[src/rtl/complemento_pkg.sv]
// Shared encodings for the bit-serial complement unit: operand modes and FSM states.
package complemento_pkg;

   localparam logic [1:0] MODE_PASS = 2'b00;
   localparam logic [1:0] MODE_ONES = 2'b01;
   localparam logic [1:0] MODE_TWOS = 2'b10;
   localparam logic [1:0] MODE_ABS  = 2'b11;

   typedef enum logic [1:0] {
      ST_IDLE  = 2'b00,
      ST_SHIFT = 2'b01,
      ST_DONE  = 2'b10
   } state_t;

   // Initial {invert, carry} for the serial cell; abs negates only negative operands.
   function automatic logic [1:0] seed_inv_carry(input logic [1:0] mode, input logic msb);
      logic [1:0] seed;
      seed = 2'b00;
      case (mode)
         MODE_PASS: seed = 2'b00;
         MODE_ONES: seed = 2'b10;
         MODE_TWOS: seed = 2'b11;
         default:   seed = {msb, msb};
      endcase
      return seed;
   endfunction

endpackage

[src/rtl/complemento_serial_if.sv]
// Operand and result valid/ready channels of the bit-serial complement unit.
interface complemento_serial_if #(parameter int unsigned WIDTH = 6);

   logic             in_valid;
   logic             in_ready;
   logic [WIDTH-1:0] in_data;
   logic [1:0]       in_mode;
   logic             out_valid;
   logic             out_ready;
   logic [WIDTH-1:0] out_data;
   logic             out_ovf;
   logic             out_zero;

   modport master (
      output in_valid, in_data, in_mode, out_ready,
      input  in_ready, out_valid, out_data, out_ovf, out_zero
   );

   modport slave (
      input  in_valid, in_data, in_mode, out_ready,
      output in_ready, out_valid, out_data, out_ovf, out_zero
   );

endinterface

[src/rtl/complemento_bit_cell.sv]
// One complement/carry stage: optional inversion followed by a half-adder with the running carry.
module complemento_bit_cell (
   input  logic b,
   input  logic inv,
   input  logic cin,
   output logic r,
   output logic cout
);

   logic t;

   assign t    = b ^ inv;
   assign r    = t ^ cin;
   assign cout = t & cin;

endmodule

[src/rtl/complemento_serial.sv]
// Bit-serial pass/ones'/two's/abs unit: one operand bit per clock, LSB first, through a single cell.
module complemento_serial
   import complemento_pkg::*;
#(
   parameter int unsigned WIDTH = 6
) (
   input  logic               clk,
   input  logic               rst_n,
   complemento_serial_if.slave bus
);

   localparam int unsigned      CNT_W   = $clog2(WIDTH + 1);
   localparam logic [WIDTH-1:0] MIN_NEG = {1'b1, {(WIDTH-1){1'b0}}};

   state_t state_q, state_d;

   logic             accept, shift_en, last_bit;
   logic [WIDTH-1:0] op_q, res_q, res_next;
   logic [CNT_W-1:0] cnt_q;
   logic             inv_q, carry_q, ovf_pend_q;
   logic             r_bit, cout_bit;

   logic             in_ready_q, out_valid_q, out_ovf_q, out_zero_q;
   logic [WIDTH-1:0] out_data_q;

   // State register
   always_ff @(posedge clk or negedge rst_n) begin
      if (!rst_n) state_q <= ST_IDLE;
      else        state_q <= state_d;
   end

   // Next-state logic
   always_comb begin
      state_d = state_q;
      unique case (state_q)
         ST_IDLE:  if (bus.in_valid)                  state_d = ST_SHIFT;
         ST_SHIFT: if (cnt_q == CNT_W'(WIDTH - 1))    state_d = ST_DONE;
         ST_DONE:  if (bus.out_ready)                 state_d = ST_IDLE;
         default:                                     state_d = ST_IDLE;
      endcase
   end

   // Datapath controls decoded from the current state
   always_comb begin
      accept   = 1'b0;
      shift_en = 1'b0;
      last_bit = 1'b0;
      unique case (state_q)
         ST_IDLE:  accept   = bus.in_valid;
         ST_SHIFT: begin
            shift_en = 1'b1;
            last_bit = (cnt_q == CNT_W'(WIDTH - 1));
         end
         ST_DONE:  ;
         default:  ;
      endcase
   end

   complemento_bit_cell u_cell (
      .b    (op_q[0]),
      .inv  (inv_q),
      .cin  (carry_q),
      .r    (r_bit),
      .cout (cout_bit)
   );

   assign res_next = {r_bit, res_q[WIDTH-1:1]};

   // Operand/result shift registers, carry and bit counter
   always_ff @(posedge clk or negedge rst_n) begin
      if (!rst_n) begin
         op_q       <= '0;
         res_q      <= '0;
         cnt_q      <= '0;
         inv_q      <= 1'b0;
         carry_q    <= 1'b0;
         ovf_pend_q <= 1'b0;
      end else if (accept) begin
         op_q             <= bus.in_data;
         res_q            <= '0;
         cnt_q            <= '0;
         {inv_q, carry_q} <= seed_inv_carry(bus.in_mode, bus.in_data[WIDTH-1]);
         ovf_pend_q       <= ((bus.in_mode == MODE_TWOS) || (bus.in_mode == MODE_ABS))
                             && (bus.in_data == MIN_NEG);
      end else if (shift_en) begin
         op_q    <= op_q >> 1;
         res_q   <= res_next;
         carry_q <= cout_bit;
         cnt_q   <= cnt_q + CNT_W'(1);
      end
   end

   // Registered handshake outputs follow the next state; result and flags load on entry to DONE
   always_ff @(posedge clk or negedge rst_n) begin
      if (!rst_n) begin
         in_ready_q  <= 1'b1;
         out_valid_q <= 1'b0;
         out_data_q  <= '0;
         out_ovf_q   <= 1'b0;
         out_zero_q  <= 1'b0;
      end else begin
         in_ready_q  <= (state_d == ST_IDLE);
         out_valid_q <= (state_d == ST_DONE);
         if (last_bit) begin
            out_data_q <= res_next;
            out_ovf_q  <= ovf_pend_q;
            out_zero_q <= (res_next == '0);
         end
      end
   end

   assign bus.in_ready  = in_ready_q;
   assign bus.out_valid = out_valid_q;
   assign bus.out_data  = out_data_q;
   assign bus.out_ovf   = out_ovf_q;
   assign bus.out_zero  = out_zero_q;

endmodule

[src/flat_wrapper.sv]
// flat-port wrapper written by rule: the top's interface ports become plain ports
module complemento_serial_flat import complemento_pkg::*;
#(
   parameter int unsigned WIDTH = 6
)
  (clk, rst_n, bus_in_valid, bus_in_data, bus_in_mode, bus_out_ready, bus_in_ready, bus_out_valid, bus_out_data, bus_out_ovf, bus_out_zero);
  complemento_serial_if #(.WIDTH(WIDTH)) bus_i ();
  input  logic clk;
  input  logic rst_n;
  input wire logic [$bits(bus_i.in_valid)-1:0] bus_in_valid;
  input wire logic [$bits(bus_i.in_data)-1:0] bus_in_data;
  input wire logic [$bits(bus_i.in_mode)-1:0] bus_in_mode;
  input wire logic [$bits(bus_i.out_ready)-1:0] bus_out_ready;
  output wire logic [$bits(bus_i.in_ready)-1:0] bus_in_ready;
  output wire logic [$bits(bus_i.out_valid)-1:0] bus_out_valid;
  output wire logic [$bits(bus_i.out_data)-1:0] bus_out_data;
  output wire logic [$bits(bus_i.out_ovf)-1:0] bus_out_ovf;
  output wire logic [$bits(bus_i.out_zero)-1:0] bus_out_zero;
  assign bus_i.in_valid = bus_in_valid;
  assign bus_i.in_data = bus_in_data;
  assign bus_i.in_mode = bus_in_mode;
  assign bus_i.out_ready = bus_out_ready;
  assign bus_in_ready = bus_i.in_ready;
  assign bus_out_valid = bus_i.out_valid;
  assign bus_out_data = bus_i.out_data;
  assign bus_out_ovf = bus_i.out_ovf;
  assign bus_out_zero = bus_i.out_zero;
  complemento_serial #(.WIDTH(WIDTH)) u_core (.clk(clk), .rst_n(rst_n), .bus(bus_i));
endmodule
[config.mk]
export PLATFORM = sky130hd
export DESIGN_NAME = complemento_serial_flat
export DESIGN_NICKNAME = d
export VERILOG_FILES = /design/src/rtl/complemento_pkg.sv /design/src/rtl/complemento_serial_if.sv /design/src/rtl/complemento_bit_cell.sv /design/src/rtl/complemento_serial.sv /design/src/flat_wrapper.sv
export SDC_FILE = /design/constraint.sdc
export NUM_CORES = 1
export LEC_CHECK = 0
export CAP_MARGIN = 0
export CORE_MARGIN = 1
export CORE_UTILIZATION = 25
export CTS_BUF_LIST = sky130_fd_sc_hd__clkbuf_4 sky130_fd_sc_hd__clkbuf_8
export CTS_CLUSTER_DIAMETER = 60
export DETAILED_ROUTE_END_ITERATION = 7
export HOLD_SLACK_MARGIN = 0.1
export PLACE_DENSITY = 0.55
export SYNTH_ARGS = -nofsm -noshare
export SYNTH_HDL_FRONTEND = slang
export SYNTH_SLANG_ARGS = --single-unit
[constraint.sdc]
create_clock -name clk -period 4.2 [get_ports clk]
set_input_delay 0.84 -clock clk [delete_from_list [all_inputs] [get_ports clk]]
set_output_delay 0.84 -clock clk [all_outputs]
set_load 0.02 [all_outputs]
==> metrics.md, run 1 <==
| Metric | Value |
|---|---|
| Crit-path cells | clkdlybuf4s50_1 |
| Post-CTS setup buffer count | 0 |
| Chip height | 75.3 um |
| Synthesized area | approximately 1300 um^2 |
| CP Max Fanout | 1 |
| Area grow syn2layout | 29.5% |
| Largest net degree at the start of global routing | 30 |
| Util after Layout | approximately 34% |
| Initial core utilization | roughly a quarter |
| Worst path slowest cell | clkdlybuf4s50_1 |
| Final Cycle Share | a little over half |
| Sequential area share after synthesis | between 50% and 60% |
| Top Family by Delay on Critical Path | buffers and inverters |
| Antenna Violating Nets Remaining | 0 |
| Fin cells | approximately 210 |
| Vias | ~950 |
| Library cells used by synthesis | 32 |
| Yosys warns | 0 |
| Largest stage delay, worst path | between 0.5 and 0.6 ns |
| Final setup viols | 0 |
| Layout cells sized above 1 | around 16% |
| DRC errors left | 0 |
| #FFs+latches synth | 29 |
| EDFF count, synth | 0 |
| Top FF cell, synth | dfrtp_1 |
| Slew margin rel. | about 54% |
| Hold-fix buffers, CTS | 0 |
| Total wire length | between 2 and 3 mm |
| Total power | 1.27 mW |
| PD cells | 729 nW/um^2 |
| Core area | 5140 um^2 |
| CTS H-tree lvls | 2 |
| Gr usage total | around a tenth |
| Antenna Cells | 0 |
| Buffers on Ports | 21 |
| Critical Path Source Type | flip-flop |
| Crit. End Element | output pin |
| Outcome | complete, no violations |
| Detail Placement HPWL | ~1.8 mm |
| Dpl cells | 200 |
| Full die area | approximately 5700 um^2 |
| Num CTS Buffers | 5 |
| Clock-pin slew on the worst setup and hold paths | about 0.060 ns |
| Total grt overflow | 0 |
| Pre-antenna DRT Iters | 4 |
| RSZ-0062 raised after global routing | no |
| Worst Max-Slew Pin Slew | 0.685 ns |
| Setup_tns | 0 ns |
| Max IR drop VDD | between 0.2 and 0.3 mV |
| Via density | roughly 4.6 |
| Leakage Power | approximately 0.76 nW |
| Sink Count | 29 |
| Final GP Congestion | around 0.84 |
| WHS | around 0.49 ns |
| Critical path class | flip-flop to output pin |
| Max Cap Viol | 0 |
| Iter 0 DRT Violations | 37 |
| Post-Synthesis Net Count | 130 |
| Final hold vios | 0 |
| # rows | 26 |
| Hold crit path type | flip-flop to flip-flop |
| Top Ports | 22 |
| Die W | roughly 75 um |
| TritonCTS clock tree | built |
| Clock Tree Buf Depth | 2 |
| CP arrival | 1.37 ns |
| Final nets | 154 |
| Post-synthesis async set-or-reset flop share | 100% |
| First-pass GRT wire length | 4.33 mm |
| Mapped Cells | between 100 and 150 |
| Vias in the first global route | 961 |
| Worst-skew pair later-pin latency | about 0.28 ns |
| Initial antenna violation count | 0 |
| Maximum clock rate | ~450 MHz |
| Syn Area/Cell | between 10 and 15 um^2 |
| Required @ worst endpoint | about 3.4 ns |
| Critical path buffers and inverters | 1 |
| Pins Over Slew Limit | 0 |
| Post-CTS sizing | 0 |
| Clock Root Buffer | clkbuf_8 |
| Clock Skew | 0.00640 ns |
| Crit path time final | ~2.2 ns |
| Wirelength per Cell | roughly 12 um |
[Yosys cell counts, drive strengths merged, types with 2 or more instances]
cell type,n,area share (%)
inv,4,1.1
a21oi,6,2.2
nor2b,9,4.2
ha,5,4.7
buf,4,2.0
dfrtp,28,52
nand2,8,2.2
a22o,6,3.9
mux2,7,7.0
nor2,2,0.56
a22oi,5,2.8
o21ai,10,3.7
nand2b,2,0.93
[sequential cells by signal (all words and copies together) (netlist names)]
signal	cells
u_core.state_q	2
u_core.bus.out_data	6
u_core.res_q	5
u_core.op_q	6
u_core.bus.out_zero	1
u_core.bus.out_ovf	1
u_core.bus.in_ready	1
u_core.inv_q	1
u_core.bus.out_valid	1
u_core.ovf_pend_q	1
u_core.carry_q	1
u_core.cnt_q	3
[worst paths after layout]
kind | slack (ns) | to | cells after the start | startpoint
worst max-delay path | 1.99 | bus_in_ready | 1 | u_core.bus.in_ready
worst min-delay path | 0.49 | u_core.bus.out_ovf | 2 | u_core.bus.out_ovf
worst max register to register | 2.53 | u_core.bus.out_data[2] | 2 | u_core.state_q[1]
worst min register to register | 0.49 | u_core.bus.out_ovf | 2 | u_core.bus.out_ovf
max in group asynchronous | 2.94 | u_core.bus.in_ready | 2 | rst_n
min in group asynchronous | 0.95 | u_core.bus.out_data[4] | 2 | rst_n
[layout make-up]
class                   count  area, um^2
clock buffers               7        90.1
clock inverters             1        30.0
fillers                   551        3400
inverters                   4        15.0
multi-input cells          75         571
flip-flops and latches     29         727
well taps                  70        87.6
repair buffers             22         218
[power by group]
group	internal, mW	switching, mW
Combinational	0.249	0.215
Clock	0.199	0.0981
Sequential	0.397	0.108
Total	0.845	0.421
[through the flow]
step	area, um^2	setup slack [ns]
after global routing	1740	1.94
after global placement	1620	1.91
after floorplan	1340	2.49
final	1740	1.99
after CTS	1740	1.97
after detailed placement	1620	1.84
[placed cells by master, fill, tap and decap left out, types with 2 or more instances in the layout]
cell / count
o21ai_0: 10
mux2_2: 3
a21oi_1: 6
nand2_1: 8
nor2_1: 2
a22oi_1: 5
nand2b_1: 2
ha_1: 5
a22o_1: 6
nor2b_1: 9
clkbuf_8: 6
inv_1: 4
clkdlybuf4s50_1: 21
mux2_4: 4
dfrtp_1: 28
[cell families after synthesis]
| family | synth area share (%) |
|---|---|
| AOI/OAI and AO/OA | 18.8 |
| xor gates and xnor gates | 0.652 |
| adders and majority gates | 4.66 |
| buffers and inverters | 3.35 |
| DFF | 54.1 |
| muxes | 6.99 |
| and+or+nand+nor | 11.4 |
[metal layers]
metal	global-route usage, %	wire, um	part of all wire, %
met1	12.9	1200	48
met3	3.61	135	5.3
met4	4.94	40	1.6
met5	0	0	0
met2	16.6	1150	45
(Power assumes the default switching activity.)
==> run 2: changes to the inputs <==
==> constraint.sdc (replaced) <==
create_clock -name clk -period 2.1 [get_ports clk]
set_input_delay 0.42 -clock clk [delete_from_list [all_inputs] [get_ports clk]]
set_output_delay 0.42 -clock clk [all_outputs]
set_load 0.02 [all_outputs]
==> metrics.md, run 2 (synthesized netlist as in run 1, its figures left out) <==
| Metric | Value |
|---|---|
| R2R cell count | 4 (+2) |
| Top Family by Delay on Critical Path | buffers and inverters |
| Final setup viols | 0 (unchanged) |
| Clock Skew | 0.00588 ns (-0.000520 ns) |
| Crit path time final | around 1.8 ns |
| Gr usage total | 10.7% (+0.16 points) |
| TritonCTS clock tree | built |
| CP Max Fanout | 1 (unchanged) |
| Crit-path cells | clkdlybuf4s50_1 |
| Worst Max-Slew Pin Slew | 0.441 ns (-0.243 ns) |
| Sink Count | 29 (unchanged) |
| Critical path buffers and inverters | 1 (unchanged) |
| Clock Root Buffer | clkbuf_8 |
| Critical path class | flip-flop to output pin |
| Core area | 5140 um^2 (unchanged) |
| CTS H-tree lvls | 2 (unchanged) |
| Num CTS Buffers | 5 (unchanged) |
| Post-CTS sizing | 0 (unchanged) |
| Buffers on Ports | 21 (unchanged) |
| R2R Path Start | u_core.op_q[0] |
| Via density | 4.53 (-0.64%) |
| Critical Path Source Type | flip-flop |
| FF-to-FF setup slack | 0.49 ns (-2.04 ns) |
| Max IR drop VDD | 0.418 mV (+67%) |
| Full die area | 5670 um^2 (unchanged) |
| Pre-antenna DRT Iters | 4 (unchanged) |
| CP Depth | 1 (unchanged) |
| Total grt overflow | 0 (unchanged) |
| Hold-fix buffers, CTS | 0 (unchanged) |
| Antenna Cells | 0 (unchanged) |
| Hold path endpoint | u_core.bus.out_ovf |
| PD cells | 1480 nW/um^2 (+100%) |
| Vias in the first global route | 915 (-4.8%) |
| Max Cap Viol | 0 (unchanged) |
| Die W | 75.3 um (unchanged) |
| Chip height | 75.3 um (unchanged) |
| Clock-pin slew on the worst setup and hold paths | 0.06 ns (about the same) |
| Final Cycle Share | 85.9% |
| Wirelength per Cell | 12.8 um (+5.1%) |
| Maximum clock rate | around 550 MHz |
| Net Sw Frac | 33.5% (+0.30 points) |
| Antenna Violating Nets Remaining | 0 (unchanged) |
| Area grow syn2layout | 31.7% |
| Clock Tree Buf Depth | 2 (unchanged) |
| Clk pwr share | 23.5% (about the same) |
| Top Ports | 22 (unchanged) |
| Initial antenna violation count | 0 (unchanged) |
| Hold path start | u_core.bus.out_ovf |
| Crit. End Element | output pin |
| Hold path cells | 2 (unchanged) |
| Worst path slowest cell | clkdlybuf4s50_1 |
| Register share of total power | 36.8% (-3.1 points) |
| Detail Placement HPWL | 1.89 mm (+2.8%) |
| Commonest non-fill, non-tap cell in the layout | dfrtp_1 |
| Post-CTS setup buffer count | 0 (unchanged) |
| Required @ worst endpoint | 1.68 ns (-1.68 ns) |
| CP arrival | 1.38 ns (about the same) |
| Hold crit path type | flip-flop to flip-flop |
| Total wire length | 2.71 mm (+7.1%) |
| Largest stage delay, worst path | 0.59 ns (about the same) |
| Leakage Power | 0.784 nW (+2.6%) |
| Switching power | 0.876 mW (+110%) |
| Iter 0 DRT Violations | 38 (+2.7%) |
| Initial core utilization | 26.1% (unchanged) |
| Gate power share | 39.8% (+3.2 points) |
| R2r endpoint | u_core.bus.out_zero |
| Slew margin rel. | 70.5% (+16 points) |
| Worst-skew pair later-pin latency | 0.28 ns (about the same) |
| Largest net degree at the start of global routing | 30 (unchanged) |
| Layout cells sized above 1 | 18.3% (+2.4 points) |
| Commonest cells after routing, fill and taps aside | dfrtp_1 (28), clkdlybuf4s50_1 (21), o21ai_0 (10) |
| First-pass GRT wire length | 4.30 mm (-0.81%) |
| Int Power | 1.74 mW (+110%) |
| DRC errors left | 0 (unchanged) |
| Final hold vios | 0 (unchanged) |
| # rows | 26 (unchanged) |
| Outcome | complete, no violations |
| Vias | 960 (+1.3%) |
| RSZ-0062 raised after global routing | no |
| Setup_tns | 0 ns (unchanged) |
| Final nets | 158 (+2.6%) |
| Total power | 2.61 mW (+110%) |
| Final GP Congestion | 0.863 (+2.1%) |
| Pins Over Slew Limit | 0 (unchanged) |
## run 2: changes by cell type in the layout (fill, tap and decap cells not counted), sizes merged
cell  previous run  this run
buf              1         5
## run 2: layout make-up
class                           instances  area, um^2
Fill cell                             538        3370
Clock inverter                          1        30.0
Multi-Input combinational cell         75         571
Timing Repair Buffer                   26         248
Clock buffer                            7        90.1
Sequential cell                        29         727
Tap cell                               70        87.6
Inverter                                4        15.0
## run 2: power groups by stage
stage / Clock (mW) / Sequential, mW / Combinational, mW
after floorplan: 0 / 1.04 / 0.583
after global placement: 0 / 0.957 / 1.03
after detailed placement: 0 / 0.973 / 1.05
after CTS: 0.624 / 0.962 / 1.05
after global routing: 0.654 / 0.991 / 1.14
final: 0.612 / 0.960 / 1.04
## run 2: worst max path at each step
stage / startpoint / endpoint / slack (ns)
CTS: u_core.bus.in_ready / bus_in_ready / 0.28
global placement: bus_in_valid / u_core.op_q[5] / 0.28
floorplan: u_core.inv_q / u_core.bus.out_zero / 0.60
finish: u_core.bus.in_ready / bus_in_ready / 0.30
global route: u_core.bus.in_ready / bus_in_ready / 0.25
detailed placement: bus_in_valid / u_core.op_q[5] / 0.23
## run 2: metal layers
metal / up-vias / GRT usage [%] / routed length [um]
li1: 464 / - / -
met1: 461 / 13.1 / 1300
met2: 30 / 16.1 / 1180
met3: 5 / 5.22 / 178
met4: 0 / 4.32 / 40
met5: - / 0 / 0
## run 2: stage by stage
| step | cell area (um^2) | hold WS (ns) | setup WS [ns] | utilization, % | std cells |
|---|---|---|---|---|---|
| detailed placement | 1650 | 0.478 | 0.232 | 32.1 | 204 |
| global placement | 1650 | 0.464 | 0.277 | 32.1 | 204 |
| floorplan | 1340 | 0.124 | 0.596 | - | 113 |
| CTS | 1770 | 0.492 | 0.280 | 34.4 | 212 |
| global route | 1770 | 0.511 | 0.254 | 34.4 | 212 |
| finish | 1770 | 0.483 | 0.296 | 34.4 | 212 |
## run 2: worst min-delay path: cells and delay by family (launching register included)
family / cells / cell delay, ns
simple gates: 1 / 0.05
compound gates: 1 / 0.06
flops: 1 / 0.34
==> edit: new RTL, flow settings as in run 2 <==
Re-encode `state_t` (3 states) as one-hot, 3 bits wide.
--- a/src/rtl/complemento_pkg.sv
+++ b/src/rtl/complemento_pkg.sv
@@ -7,8 +7,8 @@
    localparam logic [1:0] MODE_ABS  = 2'b11;
 
-   typedef enum logic [1:0] {
-      ST_IDLE  = 2'b00,
-      ST_SHIFT = 2'b01,
-      ST_DONE  = 2'b10
+   typedef enum logic [2:0] {
+      ST_IDLE  = 3'b001,
+      ST_SHIFT = 3'b010,
+      ST_DONE  = 3'b100
    } state_t;
 
Formal check against the unedited RTL: same outputs for any inputs over 10 cycles, from zero or initial values and one cycle with rst_n low; not proved beyond that.
==> edit against run 2 <==
- final area down 0.28%
- area after synthesis up 1.7%
- wire length up 1.8%
- power down 25%
- sequential cell count up 1
- synthesized cell count up 11%
- combinational power down 40%
- worst hold slack better by 15 ps
- worst setup slack worse by 1.3 ps
- clock skew down 4.5 ps
- cell count up 5.2%
- critical endpoint unchanged
- largest cell class unchanged
- highest routed layer unchanged
==> edit: results <==
[yosys]
ys_async_sr_fraction_pct = 100
synth_area_leaders = dfrtp_1 (51%), mux2_2 (6.6%), a21oi_1 (5.5%)
synthTopCellsByCount = dfrtp_1 (28), nand2_1 (20), a21oi_1 (15)
yosysSeqAreaShare_pct = 55.2
synth_cells = 125
synth_warnings = 0
synth_cell_types = 33
synthesis.nets = 142

[pwr]
p_int_w = 0.00130
power_frac_comb_pct = 31.6
total_power_w = 0.00197
power.leakage_nw = 0.802
ir_drop_v = 0.000315
sequentialPower_w = 0.000852

[clock_tree]
cts_resized = 0
cts-htree-levels = 2
clk_path_buf_depth = 2
path_clk_slew_ps = 60
cts_root_buffer = clkbuf_8
post_cts_buffers = 0
worstSkewPairLatency_ps = 280
cts-buffers-inserted = 5

[global_routing]
grt_max_degree = 31
antenna_found_initial = 0
grt_usage_pct = 11.1
grt_pass1_vias = 990
grt_pass1_wl_mm = 4.60

[detailed_routing]
via_per_inst = 4.53
vias = 1011
first_pass_iters = 4
drt_iter0_drc = 63
wl_mm = 2.75

[placed_design]
place_congestion = 0.734
port_buffers = 21
dp_cells = 215
place_hpwl_mm = 1.95

[run_status]
status = complete, no violations

[cells_and_area]
diodes = 0
final_nets = 169
drive_above_1_share_pct = 18.3
nFillCells = 516

[worst_setup_path]
worstSetupEndpoint = bus_in_ready
rrSetupSlack_ps = 380
cp.arrival_ps = 1390
r2r_start = u_core.state_q[2]
cp_max_fo = 1
r2r-end = u_core.bus.out_zero
rr_worst_depth = 3

[timing]
clock_skew_ps = 1.39
max_slew_margin_pct = 70.2

[hold_path]
worstHoldEndpoint = u_core.ovf_pend_q
hp-start = u_core.ovf_pend_q
hold_path_depth = 2
edit: changes by cell type after synthesis, sizes merged, moves of 2 or more:
cell    change
a22o        -5
nor2        +9
or3b        +2
nor2b       -9
clkbuf      +2
nand2b      -2
nand2      +12
o21ai       -5
a22oi       -3
a21oi       +9
edit: logic make-up after synthesis:
logic type	after synthesis	share of synthesized area, %
buffers and inverters	10	3.48
and+or+nand+nor	43	17.1
muxes	9	7.33
DFF	30	55.2
xor gates and xnor gates	2	1.28
adders and majority gates	5	4.58
AOI/OAI and AO/OA	26	11.0
edit: final cells by class:
cell class | instances | area (um^2) | share of cell area [%]
multi-input combinational | 85 | 564 | 32.0
inverter | 4 | 15.0 | 0.852
timing repair buffer | 26 | 248 | 14.1
tap | 70 | 87.6 | 4.97
clock buffer | 7 | 90.1 | 5.11
sequential | 30 | 753 | 42.7
clock inverter | 1 | 5.00 | 0.284
edit: metrics by stage:
step / setup slack [ps] / hold slack, ps / cell area (um^2) / utilization (%)
global route: 246 / 526 / 1760 / 34.1
detailed placement: 310 / 480 / 1670 / 32.2
CTS: 280 / 503 / 1760 / 34.1
floorplan: 577 / 124 / 1370 / -
global placement: 323 / 484 / 1670 / 32.2
finish: 295 / 498 / 1760 / 34.1
edit: worst min-delay path, stage by stage, from the launching register on:
cell and delay [ps]:
dfrtp_1 350, nand2_1 50, o21ai_0 60
edit: layer usage:
layer | up-vias | part of all wire, % | GRT usage [%]
met2 | 24 | 49 | 17.8
met4 | 0 | 2.1 | 5.76
met1 | 494 | 44 | 13.1
met3 | 5 | 4.6 | 3.97
li1 | 488 | - | -
met5 | - | 0 | 0
